<file path="src/rtl/chan_sel_pkg.sv">
// chan_sel_pipe shared types: queue sizing, FSM states, select clamp.
// Optional feature macro: CHAN_SEL_ERR_EN.
package chan_sel_pkg;

  localparam int QDEPTH = 2;
  localparam int CNT_W  = $clog2(QDEPTH + 1);
  localparam int PTR_W  = $clog2(QDEPTH);

  typedef logic [CNT_W-1:0] cnt_t;
  typedef logic [PTR_W-1:0] ptr_t;

  typedef enum logic [CNT_W-1:0] {
    Q_EMPTY = 2'd0,
    Q_ONE   = 2'd1,
    Q_FULL  = 2'd2
  } q_state_t;

  function automatic int unsigned sel_clamp(
    input int unsigned sel,
    input int unsigned num_ch
  );
    return (sel >= num_ch) ? num_ch - 1 : sel;
  endfunction

endpackage

</file>
<file path="src/rtl/chan_sel_pipe_if.sv">
// Handshake bundle between channel sources, chan_sel_pipe and consumer.
// Optional feature macro: CHAN_SEL_ERR_EN.
interface chan_sel_pipe_if #(
  parameter int NUM_CH = 4,
  parameter int DATA_W = 4,
  parameter int SEL_W  = 2
);

  logic [NUM_CH*DATA_W-1:0] in_data;
  logic [SEL_W-1:0]         sel;
  logic                     in_valid;
  logic                     in_ready;
  logic [DATA_W-1:0]        out_data;
  logic [SEL_W-1:0]         out_ch;
  logic                     out_valid;
  logic                     out_ready;

  modport master (
    output in_data, sel, in_valid, out_ready,
    input  in_ready, out_data, out_ch, out_valid
  );

  modport slave (
    input  in_data, sel, in_valid, out_ready,
    output in_ready, out_data, out_ch, out_valid
  );

endinterface

</file>
<file path="src/rtl/chan_sel_q2.sv">
// Two-entry registered handshake queue; in_ready depends on state only.
// Optional feature macro: CHAN_SEL_ERR_EN (not used here).
module chan_sel_q2
  import chan_sel_pkg::*;
#(
  parameter int W = 6
) (
  input  logic         clk,
  input  logic         rst,
  input  logic         push_valid,
  output logic         push_ready,
  input  logic [W-1:0] push_data,
  output logic         pop_valid,
  input  logic         pop_ready,
  output logic [W-1:0] pop_data
);

  q_state_t     state_q, state_d;
  ptr_t         head_q, tail_q;
  logic [W-1:0] mem [QDEPTH];
  logic         push, pop;

  assign push_ready = (state_q != Q_FULL);
  assign pop_valid  = (state_q != Q_EMPTY);
  assign push       = push_valid && push_ready;
  assign pop        = pop_valid && pop_ready;
  assign pop_data   = mem[head_q];

  always_comb begin
    state_d = state_q;
    unique case (state_q)
      Q_EMPTY: if (push) state_d = Q_ONE;
      Q_ONE: begin
        if (push && !pop)      state_d = Q_FULL;
        else if (pop && !push) state_d = Q_EMPTY;
      end
      Q_FULL:  if (pop) state_d = Q_ONE;
      default: state_d = Q_EMPTY;
    endcase
  end

  always_ff @(posedge clk) begin
    if (rst) begin
      state_q <= Q_EMPTY;
      head_q  <= '0;
      tail_q  <= '0;
      for (int i = 0; i < QDEPTH; i++) mem[i] <= '0;
    end else begin
      state_q <= state_d;
      if (push) begin
        mem[tail_q] <= push_data;
        tail_q      <= tail_q + 1'b1;
      end
      if (pop) head_q <= head_q + 1'b1;
    end
  end

endmodule

</file>
<file path="src/rtl/chan_sel_pipe.sv">
// NUM_CH:1 channel selector with out-of-range clamp and 2-entry output queue.
// Optional feature macro: CHAN_SEL_ERR_EN adds sel_err / oor_cnt.
module chan_sel_pipe
  import chan_sel_pkg::*;
#(
  parameter int NUM_CH = 4,
  parameter int DATA_W = 4,
  parameter int SEL_W  = 2
) (
  input  logic            clk,
  input  logic            rst,
  chan_sel_pipe_if.slave  bus
`ifdef CHAN_SEL_ERR_EN
  ,
  output logic            sel_err,
  output logic [7:0]      oor_cnt
`endif
);

  typedef struct packed {
    logic [DATA_W-1:0] data;
    logic [SEL_W-1:0]  ch;
  } entry_t;

  logic [SEL_W-1:0] ch_eff;
  entry_t           in_e, out_e;

  assign ch_eff     = SEL_W'(sel_clamp(32'(bus.sel), NUM_CH));
  assign in_e.data  = bus.in_data[int'(ch_eff)*DATA_W +: DATA_W];
  assign in_e.ch    = ch_eff;

  chan_sel_q2 #(
    .W($bits(entry_t))
  ) u_q (
    .clk        (clk),
    .rst        (rst),
    .push_valid (bus.in_valid),
    .push_ready (bus.in_ready),
    .push_data  (in_e),
    .pop_valid  (bus.out_valid),
    .pop_ready  (bus.out_ready),
    .pop_data   (out_e)
  );

  assign bus.out_data = out_e.data;
  assign bus.out_ch   = out_e.ch;

`ifdef CHAN_SEL_ERR_EN
  logic acc_oor;

  assign acc_oor = bus.in_valid && bus.in_ready
                && (32'(bus.sel) >= NUM_CH);

  always_ff @(posedge clk) begin
    if (rst) begin
      sel_err <= 1'b0;
      oor_cnt <= '0;
    end else if (acc_oor) begin
      sel_err <= 1'b1;
      if (oor_cnt != 8'hFF) oor_cnt <= oor_cnt + 8'd1;
    end
  end
`endif

endmodule

</file>
<file path="src/flat_wrapper.sv">
// flat-port wrapper written by rule: the top's interface ports become plain ports
module chan_sel_pipe_flat import chan_sel_pkg::*;
#(
  parameter int NUM_CH = 4,
  parameter int DATA_W = 4,
  parameter int SEL_W  = 2
)
  (clk, rst, bus_in_data, bus_sel, bus_in_valid, bus_out_ready, bus_in_ready, bus_out_data, bus_out_ch, bus_out_valid);
  chan_sel_pipe_if #(.NUM_CH(NUM_CH), .DATA_W(DATA_W), .SEL_W(SEL_W)) bus_i ();
  input  logic clk;
  input  logic rst;
  input wire logic [$bits(bus_i.in_data)-1:0] bus_in_data;
  input wire logic [$bits(bus_i.sel)-1:0] bus_sel;
  input wire logic [$bits(bus_i.in_valid)-1:0] bus_in_valid;
  input wire logic [$bits(bus_i.out_ready)-1:0] bus_out_ready;
  output wire logic [$bits(bus_i.in_ready)-1:0] bus_in_ready;
  output wire logic [$bits(bus_i.out_data)-1:0] bus_out_data;
  output wire logic [$bits(bus_i.out_ch)-1:0] bus_out_ch;
  output wire logic [$bits(bus_i.out_valid)-1:0] bus_out_valid;
  assign bus_i.in_data = bus_in_data;
  assign bus_i.sel = bus_sel;
  assign bus_i.in_valid = bus_in_valid;
  assign bus_i.out_ready = bus_out_ready;
  assign bus_in_ready = bus_i.in_ready;
  assign bus_out_data = bus_i.out_data;
  assign bus_out_ch = bus_i.out_ch;
  assign bus_out_valid = bus_i.out_valid;
  chan_sel_pipe #(.NUM_CH(NUM_CH), .DATA_W(DATA_W), .SEL_W(SEL_W)) u_core (.clk(clk), .rst(rst), .bus(bus_i));
endmodule
</file>
<file path="config.mk">
export PLATFORM = sky130hd
export DESIGN_NAME = chan_sel_pipe_flat
export DESIGN_NICKNAME = d
export VERILOG_FILES = /design/src/rtl/chan_sel_pkg.sv /design/src/rtl/chan_sel_pipe_if.sv /design/src/rtl/chan_sel_q2.sv /design/src/rtl/chan_sel_pipe.sv /design/src/flat_wrapper.sv
export SDC_FILE = /design/constraint.sdc
export NUM_CORES = 1
export LEC_CHECK = 0
export ABC_AREA = 1
export CAP_MARGIN = 5
export CORE_ASPECT_RATIO = 0.7
export CORE_MARGIN = 1
export CORE_UTILIZATION = 35
export CTS_CLUSTER_DIAMETER = 30
export DETAILED_ROUTE_END_ITERATION = 6
export PLACE_DENSITY_LB_ADDON = 0.2
export SYNTH_ARGS = -nofsm -noshare
export SYNTH_HDL_FRONTEND = slang
export SYNTH_SLANG_ARGS = --single-unit
</file>
<file path="constraint.sdc">
create_clock -name clk -period 3.9 [get_ports clk]
set_input_delay 0.78 -clock clk [delete_from_list [all_inputs] [get_ports clk]]
set_output_delay 0.78 -clock clk [all_outputs]
set_load 0.02 [all_outputs]
</file>
==> metrics, run 1 <==
core footprint 2477 sq um; fraction of layout cells with a size suffix above 1 18.18%; Max Cap Viol 0; post_cts resized 0; post-synthesis async set-or-reset flop share 0%; GRT Overall Usage 12.94%; wire length per cell 10.20 um; vias in the first global route 644; Syn Inst Count 101; CP endpoint kind primary output; Initial Util 37.02%; switching pwr 216.1 uW; DRT antenna net count 0; Sum Neg Setup Slack 0 ns; critical-path cell list mux2_2 > clkdlybuf4s50_1; crit-path max FO 6; hold buffers post-CTS 0; measured slew at the worst slew-check pin 0.3407 ns; Final Net Count 156; clk_skew 0.002765 ns; fin cells 166; Hold Crit Class reg -> reg; GPL Wtd Cong 0.8071; initial antenna violation count 0; min cycle time layout 2.398 ns; CTS Buffer Depth 2; CP Launch Type register; drt pass-1 iters 4; Rel. slew slack 77.26%; Max Slew Vio Count 0; post-synthesis sequential area ratio 50.20%; Primary FF master, synth edfxtp_1; Critical Path RT 3.12 ns; Reg2Reg Setup Slack 2.48 ns; area delta synth->final 40.25%; number of synthesized flops with an enable pin 12; Clk pin slew, worst setup/hold paths 0.07 ns; final hold violations 0; CTS Sinks 17; dpl hpwl 1393 um; Area contributors post-synth edfxtp_1 39%, nand2_1 11%, dfxtp_1 11%; Worst Path Class, Setup reg -> out; clk root buf clkbuf_8; ANT cells 0; Netlist cell types 18; Internal Pwr Total 418.1 uW; Cell Rows 15; count leader, synth nand2_1; post-synth net total 124; I/O Buffers 29; RSZ-0062 raised after global routing false; crit share post-route 61.48%; Max Clk Rate 417.1 MHz; htree depth 1; first-pass GRT wire length 2773 um; critical path's largest stage delay 0.54 ns; post-synth top area share 39.29%; largest net degree at the start of global routing 11; Clk Latency, worst-skew pair 0.25 ns; final WL 1694 um; Placed Instances 162; crit path DAT 1.62 ns; vias post-DR 733; Die Width 63.19 um; Avg Cell Area, Syn 9.080 sq um; total CTS buffers 3; DR vias/cell 4.416; status completed; Yosys reg bits 17; combinational share of power 39.5%; Ports 30; Die Height 44.83 um; ranking of synthesized cells by instance count 28 x nand2_1, 13 x nand3_1, 12 x edfxtp_1, 11 x nor2_1; DR iter-0 viols 17; Setup Fix Bufs, Post-CTS 0; Clock Power Share 20.3%; Net Sw Frac 34.07%; Synth warnings 0; Slowest-stage cell, CP clkdlybuf4s50_1; worst vdd ir 0.1860 mV; power per cell area 493.0 nW/um^2; Setup Viol. Count Final 0; CTS tree built; sequential share of power 40.2%; post-synth top area cell edfxtp_1; DRC errors left 0; leakage 0.0005442 uW; Post-Syn Area 917.1 sq um; Die Area 2833 sq um; gr ovfl total 0
## stage by stage
stage                     power (uW)  setup WS (ns)  utilization (%)  instance area, sq um  hold slack [ns]
final                          634.1          1.502            51.92                  1286           0.5029
after floorplan                418.1          2.260                -                 917.1           0.4645
after detailed placement       510.6          1.696            50.05                  1240           0.4943
after global routing           675.5          1.429            51.92                  1286           0.5451
after CTS                      639.9          1.480            51.92                  1286           0.5075
after global placement         508.1          1.712            50.05                  1240           0.4820
## kinds of logic (layout without fill, tap and decap cells)
group                      Yosys count  in the layout  synth area share, %
and+or+nand+nor                     65             65                35.47
DFF                                 17             17                50.21
buffers and inverters               10             41                4.502
muxes                                6              6                7.366
AOI/OAI and AO/OA                    2              2                1.091
adders and majority gates            1              1                1.364
## registers in the layout (all words and copies together), names as in the netlist, named ones only
register and count:
u_core.u_q.head_q 1, u_core.u_q.mem 12, u_core.u_q.state_q 2, u_core.u_q.tail_q 1
## path summary, 6_finish.rpt
path | startpoint | depth (start not counted) | to
setup / recovery | register | 2 | bus_out_data[1]
hold / removal | u_core.u_q.head_q | 2 | register
hold reg to reg | u_core.u_q.head_q | 2 | register
setup reg to reg | u_core.u_q.state_q[0] | 9 | u_core.u_q.state_q[1]
## cells in the final DEF, fill, tap and decap left out
cell | Yosys | routed
inv_2 | 2 | 2
nor2_2 | 6 | 6
clkinv_2 | 1 | 2
nand3_4 | 1 | 1
a21oi_1 | 2 | 2
nor2_1 | 11 | 11
nand3_1 | 13 | 13
edfxtp_1 | 12 | 12
and3_1 | 1 | 1
inv_1 | 5 | 5
nand3b_1 | 1 | 1
nand2_1 | 28 | 28
nand2_4 | 3 | 3
clkdlybuf4s50_1 | 0 | 29
mux2_2 | 6 | 6
nor2_4 | 1 | 1
dfxtp_1 | 5 | 5
ha_1 | 1 | 1
clkbuf_8 | 0 | 3
## area by class of cell
type / count / area, sq um
fill: 254 / 1191
clock inverter: 1 / 5.005
clock buffer: 3 / 41.29
sequential: 17 / 460.4
tap: 34 / 42.54
inverter: 8 / 31.28
multi-input combinational: 74 / 415.4
timing repair buffer: 29 / 290.3
## critical path: cells and delay by family (launching register included)
kind	cells	cell delay [ns]
buffers and inverters	1	0.54
flip-flops	1	0.45
multiplexers	1	0.37
## power by group through the flow
stage          registers, uW  logic (uW)  clock network [uW]
2_1_floorplan            249         169                   0
3_3_place_gp             259         249                   0
3_5_place_dp             260         251                   0
4_1_cts                  256         252                 132
5_1_grt                  260         275                 140
6_report                 255         251                 129
## per-layer routing
layer,share of wire (%),track usage (%),vias up,wire length [um]
li1,-,-,396,-
met1,50,16.90,313,842
met2,44,21.08,22,743
met3,5.4,4.545,2,91
met4,0.94,2.727,0,16
met5,0,0,-,0
Power figures use the tool's default switching activity.
==> run 2, diff against run 1 <==
==> constraint.sdc (replaced) <==
create_clock -name clk -period 1.9 [get_ports clk]
set_input_delay 0.38 -clock clk [delete_from_list [all_inputs] [get_ports clk]]
set_output_delay 0.38 -clock clk [all_outputs]
set_load 0.02 [all_outputs]
==> run 2 against run 1 <==
  * Clock-buffer cell count unchanged
  * Core utilization up 1.1 points
  * Die area did not move
  * Global-route usage increased by 2.2 points
  * Wire length rose by 11%
  * Power increased by 110%
  * Register-to-register slack lost 2.0 ns
  * First-iteration DRC count shrank 59%
  * Critical path depth is 1 higher
  * Final area grew 2.0%
  * Sequential share of layout area shrank 0.62 points
  * Clock skew grew 0.00075 ns
  * Largest cell class unchanged
  * Highest routed layer unchanged
==> metrics, run 2 (same netlist as run 1, synthesis figures left out) <==
status completed; initial antenna violation count 0; final hold violations 0; Setup Fix Bufs, Post-CTS 0; Die Area 2833 sq um; dpl hpwl 1451 um; Initial Util 37.02%; worst reg2reg startpoint u_core.u_q.state_q[0]; CTS Sinks 17; DRT antenna net count 0; Final Net Count 160; area delta synth->final 43.11%; fraction of layout cells with a size suffix above 1 21.32%; Clk Latency, worst-skew pair 0.25 ns; power per cell area 992.9 nW/um^2; clk_skew 0.003517 ns; Largest register FFs 12; vias post-DR 780; Rel. slew slack 80.52%; Setup Viol. Count Final 0; GPL Wtd Cong 0.8116; CTS Buffer Depth 2; Met1 Routed Length 936 um; CP endpoint kind primary output; Max Slew Vio Count 0; Clk pin slew, worst setup/hold paths 0.07 ns; Critical Path RT 1.52 ns; min cycle time layout 1.776 ns; Max Cap Viol 0; Reg2Reg Setup Slack 0.44 ns; met3 WL post-DR 99 um; Placed Area 1270 sq um; total CTS buffers 3; CTS tree built; max layer used met4; wire length per cell 11.02 um; Cell Rows 15; CP Launch Type register; Reg area 461.7 sq um; I/O Buffers 29; gr ovfl total 0; design area 1313 sq um; leakage 0.0005901 uW; htree depth 1; vias in the first global route 719; Hold Path Depth 2; core footprint 2477 sq um; crit-path max FO 5; clk root buf clkbuf_8; final WL 1874 um; most frequent cells in the layout 28 x nand2_1, 22 x clkdlybuf4s50_1, 13 x nand3_1; most flop-heavy register u_core.u_q.mem; hold buffers post-CTS 0; Worst Path Class, Setup reg -> out; RSZ-0062 raised after global routing false; crit path DAT 1.40 ns; drt pass-1 iters 4; hold_sp u_core.u_q.head_q; met2 wire length 802 um; R2R cell count 9; DR iter-0 viols 7; Finished Core Util 52.98%; DR vias/cell 4.588; DRC errors left 0; biggest regs u_core.u_q.mem (12), u_core.u_q.state_q (2); R2R Path End u_core.u_q.state_q[1]; Fillers 251; area taken by multi-input logic gates 415.4 sq um; Placed Instances 166; largest net degree at the start of global routing 11; first-pass GRT wire length 3194 um; Ports 30; Sum Neg Setup Slack 0 ns; ANT cells 0; GRT Overall Usage 15.16%; final hold slack 0.4928 ns; Die Width 63.19 um; fin cells 170; worst vdd ir 0.3592 mV; Die Height 44.83 um; most common cell after layout, fill and taps aside nand2_1; Max Clk Rate 563.0 MHz; Hold Crit Class reg -> reg; crit share post-route 93.49%; measured slew at the worst slew-check pin 0.2915 ns
## run 2: cell count changes in the layout (fill, tap and decap cells not counted)
cell,previous run,this run
dlymetal6s2s_1,0,1
dlygate4sd2_1,0,6
buf_4,0,4
dfxtp_2,0,1
dfxtp_1,5,4
clkdlybuf4s50_1,29,22
## run 2: metrics by stage
stage | power [uW] | setup slack (ns)
floorplan | 858.1 | 0.4813
global placement | 1055 | 0.1215
detailed placement | 1067 | 0.07022
CTS | 1315 | 0.02407
global route | 1390 | 0.07202
finish | 1303 | 0.1237
## run 2: worst max path at each step
stage | start | slack, ns | endpoint
floorplan | u_core.u_q.state_q[1] | 0.48 | u_core.u_q.state_q[1]
global placement | bus_in_valid | 0.12 | u_core.u_q.state_q[1]
detailed placement | bus_in_valid | 0.07 | u_core.u_q.state_q[1]
CTS | u_core.u_q.state_q[1] | 0.02 | bus_out_valid
global route | u_core.u_q.state_q[0] | 0.07 | bus_in_ready
finish | u_core.u_q.state_q[0] | 0.12 | bus_in_ready
## run 2: routing by layer
metal  global-route usage, %  vias up
met5                       0        -
met4                   6.818        0
met3                   2.273        4
met2                   24.73       28
met1                   20.44      345
li1                        -      403
## run 2: critical path: stages, from the launching register on
cell and delay (ns):
dfxtp_1 0.39, inv_2 0.08, nand2_4 0.07, clkdlybuf4s50_1 0.60
## run 2: report_power, final
group | total [uW] | internal (uW) | leakage [uW] | switching [uW]
clock | 272 | 145 | 0.0000255 | 127
sequential | 526 | 470 | 0.000167 | 56.3
combinational | 505 | 228 | 0.000397 | 277
## run 2: what timing repair did
action,CTS,global route
gates cloned,0,0
resized for setup,7,1
setup endpoints to repair,6,1
## run 2: cell type report
type,count,area share (%)
well taps,34,3.241
multi-input cells,74,31.65
clock buffers,3,3.146
inverters,8,2.383
repair buffers,33,24.02
flip-flops and latches,17,35.18
clock inverters,1,0.3813
